[config.mk]
export PLATFORM = sky130hd
export DESIGN_NAME = ysyx_23060203_redirect_ctrl_flat
export DESIGN_NICKNAME = d
export VERILOG_FILES = /design/src/rtl/ysyx_23060203_redirect_ctrl_if.sv /design/src/rtl/ysyx_23060203_redirect_ctrl.sv /design/src/flat_wrapper.sv
export SDC_FILE = /design/constraint.sdc
export NUM_CORES = 1
export LEC_CHECK = 0
export CAP_MARGIN = 20
export CORE_ASPECT_RATIO = 1.1
export CORE_MARGIN = 10
export CORE_UTILIZATION = 50
export CTS_BUF_LIST = sky130_fd_sc_hd__clkbuf_16
export DETAILED_ROUTE_END_ITERATION = 12
export PLACE_DENSITY_LB_ADDON = 0.1
export SKIP_LAST_GASP = 1
export SLEW_MARGIN = 15
export SYNTH_ARGS = -nofsm -noshare
export SYNTH_HDL_FRONTEND = slang
export SYNTH_SLANG_ARGS = --single-unit
[constraint.sdc]
create_clock -name clock -period 4 [get_ports clock]
set_input_delay 0.6 -clock clock [delete_from_list [all_inputs] [get_ports clock]]
set_output_delay 0.6 -clock clock [all_outputs]
set_load 0.01 [all_outputs]
[src/rtl/ysyx_23060203_redirect_ctrl_if.sv]
// Redirect/flush scheduler bus: WBU/EXU requests, IFU status, ICache invalidate handshake.
// slave = scheduler side, master = surrounding pipeline side.
interface ysyx_23060203_redirect_ctrl_if #(
  parameter int PC_W = 32
);
  logic            cs_flush;
  logic [PC_W-1:0] cs_dnpc;
  logic            fencei;
  logic            br_valid;
  logic [PC_W-1:0] br_dnpc;
  logic            ifu_idle;
  logic            inv_ready;
  logic            inv_valid;
  logic            flush_front;
  logic            flush_back;
  logic            ifu_stall;
  logic            redirect_valid;
  logic [PC_W-1:0] redirect_pc;

  modport slave (
    input  cs_flush, cs_dnpc, fencei, br_valid, br_dnpc, ifu_idle, inv_ready,
    output inv_valid, flush_front, flush_back, ifu_stall, redirect_valid, redirect_pc
  );

  modport master (
    output cs_flush, cs_dnpc, fencei, br_valid, br_dnpc, ifu_idle, inv_ready,
    input  inv_valid, flush_front, flush_back, ifu_stall, redirect_valid, redirect_pc
  );
endinterface

[src/rtl/ysyx_23060203_redirect_ctrl.sv]
// Pipeline redirect/flush scheduler: arbitrates WBU flushes against EXU branches and sequences fence.i.
// Optional performance counters enabled by defining YSYX_23060203_REDIRECT_PERF_EN.
//
// state  | meaning
// IDLE   | accept cs_flush / br_valid requests
// DRAIN  | fence.i: IFU stalled, waiting for in-flight fetch to finish
// INV    | fence.i: ICache invalidate requested, waiting for inv_ready
// RESUME | fence.i: issue redirect to latched target
module ysyx_23060203_redirect_ctrl #(
  parameter int PC_W         = 32,
  parameter bit FENCEI_DRAIN = 1'b1
) (
  input  logic                          clock,
  input  logic                          reset,
  ysyx_23060203_redirect_ctrl_if.slave  bus
`ifdef YSYX_23060203_REDIRECT_PERF_EN
  ,
  output logic [31:0]                   perf_flush_cnt,
  output logic [31:0]                   perf_br_cnt,
  output logic [31:0]                   perf_fencei_cnt,
  output logic [31:0]                   perf_stall_cnt
`endif
);

  typedef enum logic [1:0] {
    S_IDLE   = 2'd0,
    S_DRAIN  = 2'd1,
    S_INV    = 2'd2,
    S_RESUME = 2'd3
  } state_t;

  state_t          state, state_nx;
  logic [PC_W-1:0] target, target_nx;
  logic            inv_valid_nx;
  logic            flush_front_nx;
  logic            flush_back_nx;
  logic            ifu_stall_nx;
  logic            redirect_valid_nx;
  logic [PC_W-1:0] redirect_pc_nx;
  logic            acc_flush;
  logic            acc_br;
  logic            acc_fencei;

  always_ff @(posedge clock or posedge reset) begin
    if (reset) begin
      state              <= S_IDLE;
      target             <= '0;
      bus.inv_valid      <= 1'b0;
      bus.flush_front    <= 1'b0;
      bus.flush_back     <= 1'b0;
      bus.ifu_stall      <= 1'b0;
      bus.redirect_valid <= 1'b0;
      bus.redirect_pc    <= '0;
    end else begin
      state              <= state_nx;
      target             <= target_nx;
      bus.inv_valid      <= inv_valid_nx;
      bus.flush_front    <= flush_front_nx;
      bus.flush_back     <= flush_back_nx;
      bus.ifu_stall      <= ifu_stall_nx;
      bus.redirect_valid <= redirect_valid_nx;
      bus.redirect_pc    <= redirect_pc_nx;
    end
  end

  // Outputs are registered, so every output is derived from the state being entered.
  always_comb begin
    state_nx          = state;
    target_nx         = target;
    flush_front_nx    = 1'b0;
    flush_back_nx     = 1'b0;
    redirect_valid_nx = 1'b0;
    redirect_pc_nx    = bus.redirect_pc;
    acc_flush         = 1'b0;
    acc_br            = 1'b0;
    acc_fencei        = 1'b0;

    case (state)
      S_IDLE: begin
        // cs_flush belongs to an older instruction than any branch, so it wins.
        if (bus.cs_flush) begin
          acc_flush      = 1'b1;
          flush_front_nx = 1'b1;
          flush_back_nx  = 1'b1;
          if (bus.fencei) begin
            acc_fencei = 1'b1;
            target_nx  = bus.cs_dnpc;
            state_nx   = FENCEI_DRAIN ? S_DRAIN : S_INV;
          end else begin
            redirect_valid_nx = 1'b1;
            redirect_pc_nx    = bus.cs_dnpc;
          end
        end else if (bus.br_valid) begin
          acc_br            = 1'b1;
          flush_front_nx    = 1'b1;
          redirect_valid_nx = 1'b1;
          redirect_pc_nx    = bus.br_dnpc;
        end
      end
      S_DRAIN: begin
        if (bus.ifu_idle) state_nx = S_INV;
      end
      S_INV: begin
        if (bus.inv_valid && bus.inv_ready) state_nx = S_RESUME;
      end
      S_RESUME: begin
        redirect_valid_nx = 1'b1;
        redirect_pc_nx    = target;
        state_nx          = S_IDLE;
      end
      default: state_nx = S_IDLE;
    endcase

    ifu_stall_nx = (state_nx != S_IDLE);
    inv_valid_nx = (state_nx == S_INV);
  end

`ifdef YSYX_23060203_REDIRECT_PERF_EN
  always_ff @(posedge clock or posedge reset) begin
    if (reset) begin
      perf_flush_cnt  <= '0;
      perf_br_cnt     <= '0;
      perf_fencei_cnt <= '0;
      perf_stall_cnt  <= '0;
    end else begin
      if (acc_flush)     perf_flush_cnt  <= perf_flush_cnt + 32'd1;
      if (acc_br)        perf_br_cnt     <= perf_br_cnt + 32'd1;
      if (acc_fencei)    perf_fencei_cnt <= perf_fencei_cnt + 32'd1;
      if (bus.ifu_stall) perf_stall_cnt  <= perf_stall_cnt + 32'd1;
    end
  end
`else
  logic unused_acc;
  assign unused_acc = acc_flush ^ acc_br ^ acc_fencei;
`endif

endmodule
[src/flat_wrapper.sv]
// flat-port wrapper written by rule: the top's interface ports become plain ports
module ysyx_23060203_redirect_ctrl_flat 
#(
  parameter int PC_W         = 32,
  parameter bit FENCEI_DRAIN = 1'b1
)
  (clock, reset, bus_cs_flush, bus_cs_dnpc, bus_fencei, bus_br_valid, bus_br_dnpc, bus_ifu_idle, bus_inv_ready, bus_inv_valid, bus_flush_front, bus_flush_back, bus_ifu_stall, bus_redirect_valid, bus_redirect_pc);
  ysyx_23060203_redirect_ctrl_if #(.PC_W(PC_W)) bus_i ();
  input  logic clock;
  input  logic reset;
  input wire logic [$bits(bus_i.cs_flush)-1:0] bus_cs_flush;
  input wire logic [$bits(bus_i.cs_dnpc)-1:0] bus_cs_dnpc;
  input wire logic [$bits(bus_i.fencei)-1:0] bus_fencei;
  input wire logic [$bits(bus_i.br_valid)-1:0] bus_br_valid;
  input wire logic [$bits(bus_i.br_dnpc)-1:0] bus_br_dnpc;
  input wire logic [$bits(bus_i.ifu_idle)-1:0] bus_ifu_idle;
  input wire logic [$bits(bus_i.inv_ready)-1:0] bus_inv_ready;
  output wire logic [$bits(bus_i.inv_valid)-1:0] bus_inv_valid;
  output wire logic [$bits(bus_i.flush_front)-1:0] bus_flush_front;
  output wire logic [$bits(bus_i.flush_back)-1:0] bus_flush_back;
  output wire logic [$bits(bus_i.ifu_stall)-1:0] bus_ifu_stall;
  output wire logic [$bits(bus_i.redirect_valid)-1:0] bus_redirect_valid;
  output wire logic [$bits(bus_i.redirect_pc)-1:0] bus_redirect_pc;
  assign bus_i.cs_flush = bus_cs_flush;
  assign bus_i.cs_dnpc = bus_cs_dnpc;
  assign bus_i.fencei = bus_fencei;
  assign bus_i.br_valid = bus_br_valid;
  assign bus_i.br_dnpc = bus_br_dnpc;
  assign bus_i.ifu_idle = bus_ifu_idle;
  assign bus_i.inv_ready = bus_inv_ready;
  assign bus_inv_valid = bus_i.inv_valid;
  assign bus_flush_front = bus_i.flush_front;
  assign bus_flush_back = bus_i.flush_back;
  assign bus_ifu_stall = bus_i.ifu_stall;
  assign bus_redirect_valid = bus_i.redirect_valid;
  assign bus_redirect_pc = bus_i.redirect_pc;
  ysyx_23060203_redirect_ctrl #(.PC_W(PC_W), .FENCEI_DRAIN(FENCEI_DRAIN)) u_core (.clock(clock), .reset(reset), .bus(bus_i));
endmodule
==> flow_metrics.py <==
metrics = {
    "run_status": {
        "status": "complete, no violations",
    },
    "power": {
        "swShare_pct": 28.6,
        "switchingPower_mw": 1.05,
        "finalPower_mw": 3.66,
        "pwr-share-comb_pct": 36.8,
        "internal_power_mw": 2.61,
        "irDropWorstVdd_v": 0.000421,
        "p_seq_share_pct": 34.9,
        "power_frac_clock_pct": 28.3,
        "p_leak_nw": 2.11,
        "p_per_area_nw_per_um2": 740,
    },
    "global_routing": {
        "grt_pass1_wl_um": 13800,
        "antenna_found_initial": 0,
        "track_usage_pct": 16.0,
        "grt_pass1_vias": 2689,
        "grt_max_degree": 66,
        "grt_overflow_total": 0,
    },
    "synth": {
        "synthArstFlopShare_pct": 100,
        "syn_inst": 278,
        "synth.top_cell.area_share_pct": 51.9,
        "synth.largest_area_cell": "dfrtp_1",
        "syn_avg_cell_area_sq_um": 12.3,
        "synth_edf_count": 0,
        "synth_seq_cells": 71,
        "synth_simple_gate_area_share_pct": 5.81,
        "ys_types": 26,
        "synthMuxAreaShare_pct": 30.4,
        "syn-num-nets": 353,
        "syn-cell-area_sq_um": 3420,
        "synth-xor-area-share_pct": 0,
        "synth_compound_area_share_pct": 6.73,
        "yosys_warnings": 0,
        "synthAdderAreaFrac_pct": 1.46,
        "yosysMostFrequentCell": "dfrtp_1",
        "synth_top_family_by_area": "multiplexers",
        "yosys-top-cells-area": "dfrtp_1 (52%), mux2_2 (11%), mux2_1 (9.9%)",
        "synth_commonest_cells": "dfrtp_1 (71), mux2_2 (34), o21ai_0 (33)",
        "ys_seq_area_share_pct": 51.9,
        "synth_flop_cell": "dfrtp_1",
    },
    "floorplan": {
        "start_util_pct": 51.6,
        "design.die.area_sq_um": 10600,
        "die_w_um": 98.9,
        "fp.coreArea_sq_um": 6630,
        "rows": 31,
        "die_h_um": 107,
        "ios": 108,
    },
    "timing": {
        "worst_clock_skew_ns": 0.00735,
        "setup_viol": 0,
        "rsz0062_at_grt": "no",
        "setup-tns-final_ns": 0,
        "slew_headroom_pct": 36.3,
        "finalCriticalPeriod_ns": 2.54,
        "slew_viol_final": 0,
        "post-route-period-util_pct": 63.5,
        "hold_viol": 0,
        "timing.fmax_ghz": 0.394,
        "max_slew.worst_pin.slew_ns": 0.955,
    },
    "drt": {
        "drc": 0,
        "drt_pass1_iterations": 4,
        "wire_per_inst_um": 17.8,
        "ant_nets": 0,
        "wl_um": 8370,
        "avgViaCountPerCell": 5.26,
        "dr_total_vias": 2477,
        "drt_iter0_drc": 67,
    },
    "worst_setup_path": {
        "critPathArrivalTime_ns": 2.74,
        "cp-end-kind": "register",
        "worst-endpoint-required_ns": 4.20,
        "cp-start-kind": "register",
        "worstPathMaxFanout": 23,
        "path_class": "reg -> reg",
    },
    "cts": {
        "clock_latency_ns": 0.32,
        "post_cts_resized": 0,
        "htree_levels": 3,
        "postCtsSetupBuffers": 0,
        "clockBufferDepth": 2,
        "cts_hold_buf": 0,
        "clock-sinks": 71,
        "cts_buffers": 9,
        "cts_tree": "done",
        "clk_pin_slew_ns": 0.06,
        "cts_root_buf": "clkbuf_16",
    },
    "hold_path": {
        "hp-class": "reg -> reg",
    },
    "placed_design": {
        "dpl.hpwl_um": 5850,
        "place_area_sq_um": 4550,
        "port_buffers": 107,
        "gp_congestion": 0.760,
    },
    "layout": {
        "antenna_cells": 0,
        "final_util_pct": 74.5,
        "final_area_sq_um": 4940,
        "layout-drive-gt1-share_pct": 16.2,
        "area_growth_pct": 44.4,
        "fin_nets": 459,
    },
    "job": {
        "max_cap_viol_count": 0,
    },
}
-- area by class of cell --
type                       instances  area, sq um
sequential                        71         1780
fill                             475         1690
multi-input combinational        184         1530
timing repair buffer             113         1120
clock buffer                       9          225
clock inverter                     7          168
tap                               82          103
inverter                           5         18.8
-- worst max-delay path, stage by stage (launching register included) --
cell     delay [ns]
dfrtp_1        0.44
inv_1          0.10
ha_1           0.36
nor2_1         0.13
a31oi_4        0.69
buf_4          0.33
mux2_1         0.35
-- placed cells by master, fill, tap and decap left out, types with 2 or more instances in the layout --
cell type	synthesis	layout
clkdlybuf4s50_1	0	106
dfrtp_1	71	71
mux2_2	34	34
o21ai_0	33	33
mux2i_1	32	32
nand2_1	32	32
mux2_1	30	30
clkbuf_16	0	9
bufinv_16	0	5
buf_4	2	5
inv_1	5	4
nand2b_1	3	3
nor2_1	3	3
ha_1	4	3
a21oi_1	2	2
-- registers in the layout (all words and copies together) (netlist names) --
name	count
u_core.bus.redirect_pc	32
u_core.target	32
u_core.bus.flush_front	1
u_core.bus.ifu_stall	1
u_core.bus.flush_back	1
u_core.state	2
u_core.bus.redirect_valid	1
u_core.bus.inv_valid	1
-- path summary, 6_finish.rpt --
path,from,to,slack (ns),depth (start not counted)
worst max-delay path,u_core.state[0],u_core.bus.redirect_pc[23],1.46,6
worst min-delay path,u_core.bus.redirect_pc[8],u_core.bus.redirect_pc[8],0.49,1
min in group asynchronous,reset,u_core.bus.redirect_pc[9],0.59,2
worst max register to register,u_core.state[0],u_core.bus.redirect_pc[23],1.46,6
max in group asynchronous,reset,u_core.target[17],2.89,3
worst min register to register,u_core.bus.redirect_pc[8],u_core.bus.redirect_pc[8],0.49,1
-- metrics by stage --
stage | cells | setup slack [ns] | hold WS [ns]
2_1_floorplan | 278 | 1.60 | 0.479
3_3_place_gp | 454 | 1.16 | 0.467
3_5_place_dp | 455 | 1.12 | 0.477
4_1_cts | 471 | 1.43 | 0.487
5_1_grt | 471 | 1.25 | 0.499
6_report | 471 | 1.46 | 0.487
-- power by group through the flow --
stage          clock [mW]  sequential [mW]  combinational, mW
2_1_floorplan           0             1.33              0.698
3_3_place_gp            0             1.26               1.33
3_5_place_dp            0             1.28               1.37
4_1_cts              1.05             1.28               1.38
5_1_grt              1.08             1.32               1.48
6_report             1.04             1.28               1.34
-- logic make-up (layout without fill, tap and decap cells) --
logic type,after synthesis,after routing
buffers and inverters,23,134
and+or+nand+nor,44,44
DFF,71,71
adders and majority gates,4,4
AOI/OAI and AO/OA,40,40
muxes,96,96
-- routing by layer --
| layer | GRT usage (%) | up-vias | share of wire [%] |
|---|---|---|---|
| met4 | 6.86 | 0 | 1.5 |
| met1 | 20.0 | 1196 | 44 |
| met5 | 0 | - | 0 |
| li1 | - | 1186 | - |
| met2 | 24.9 | 83 | 47 |
| met3 | 4.95 | 12 | 7.2 |
No activity file was read; power rests on OpenSTA's default activity.
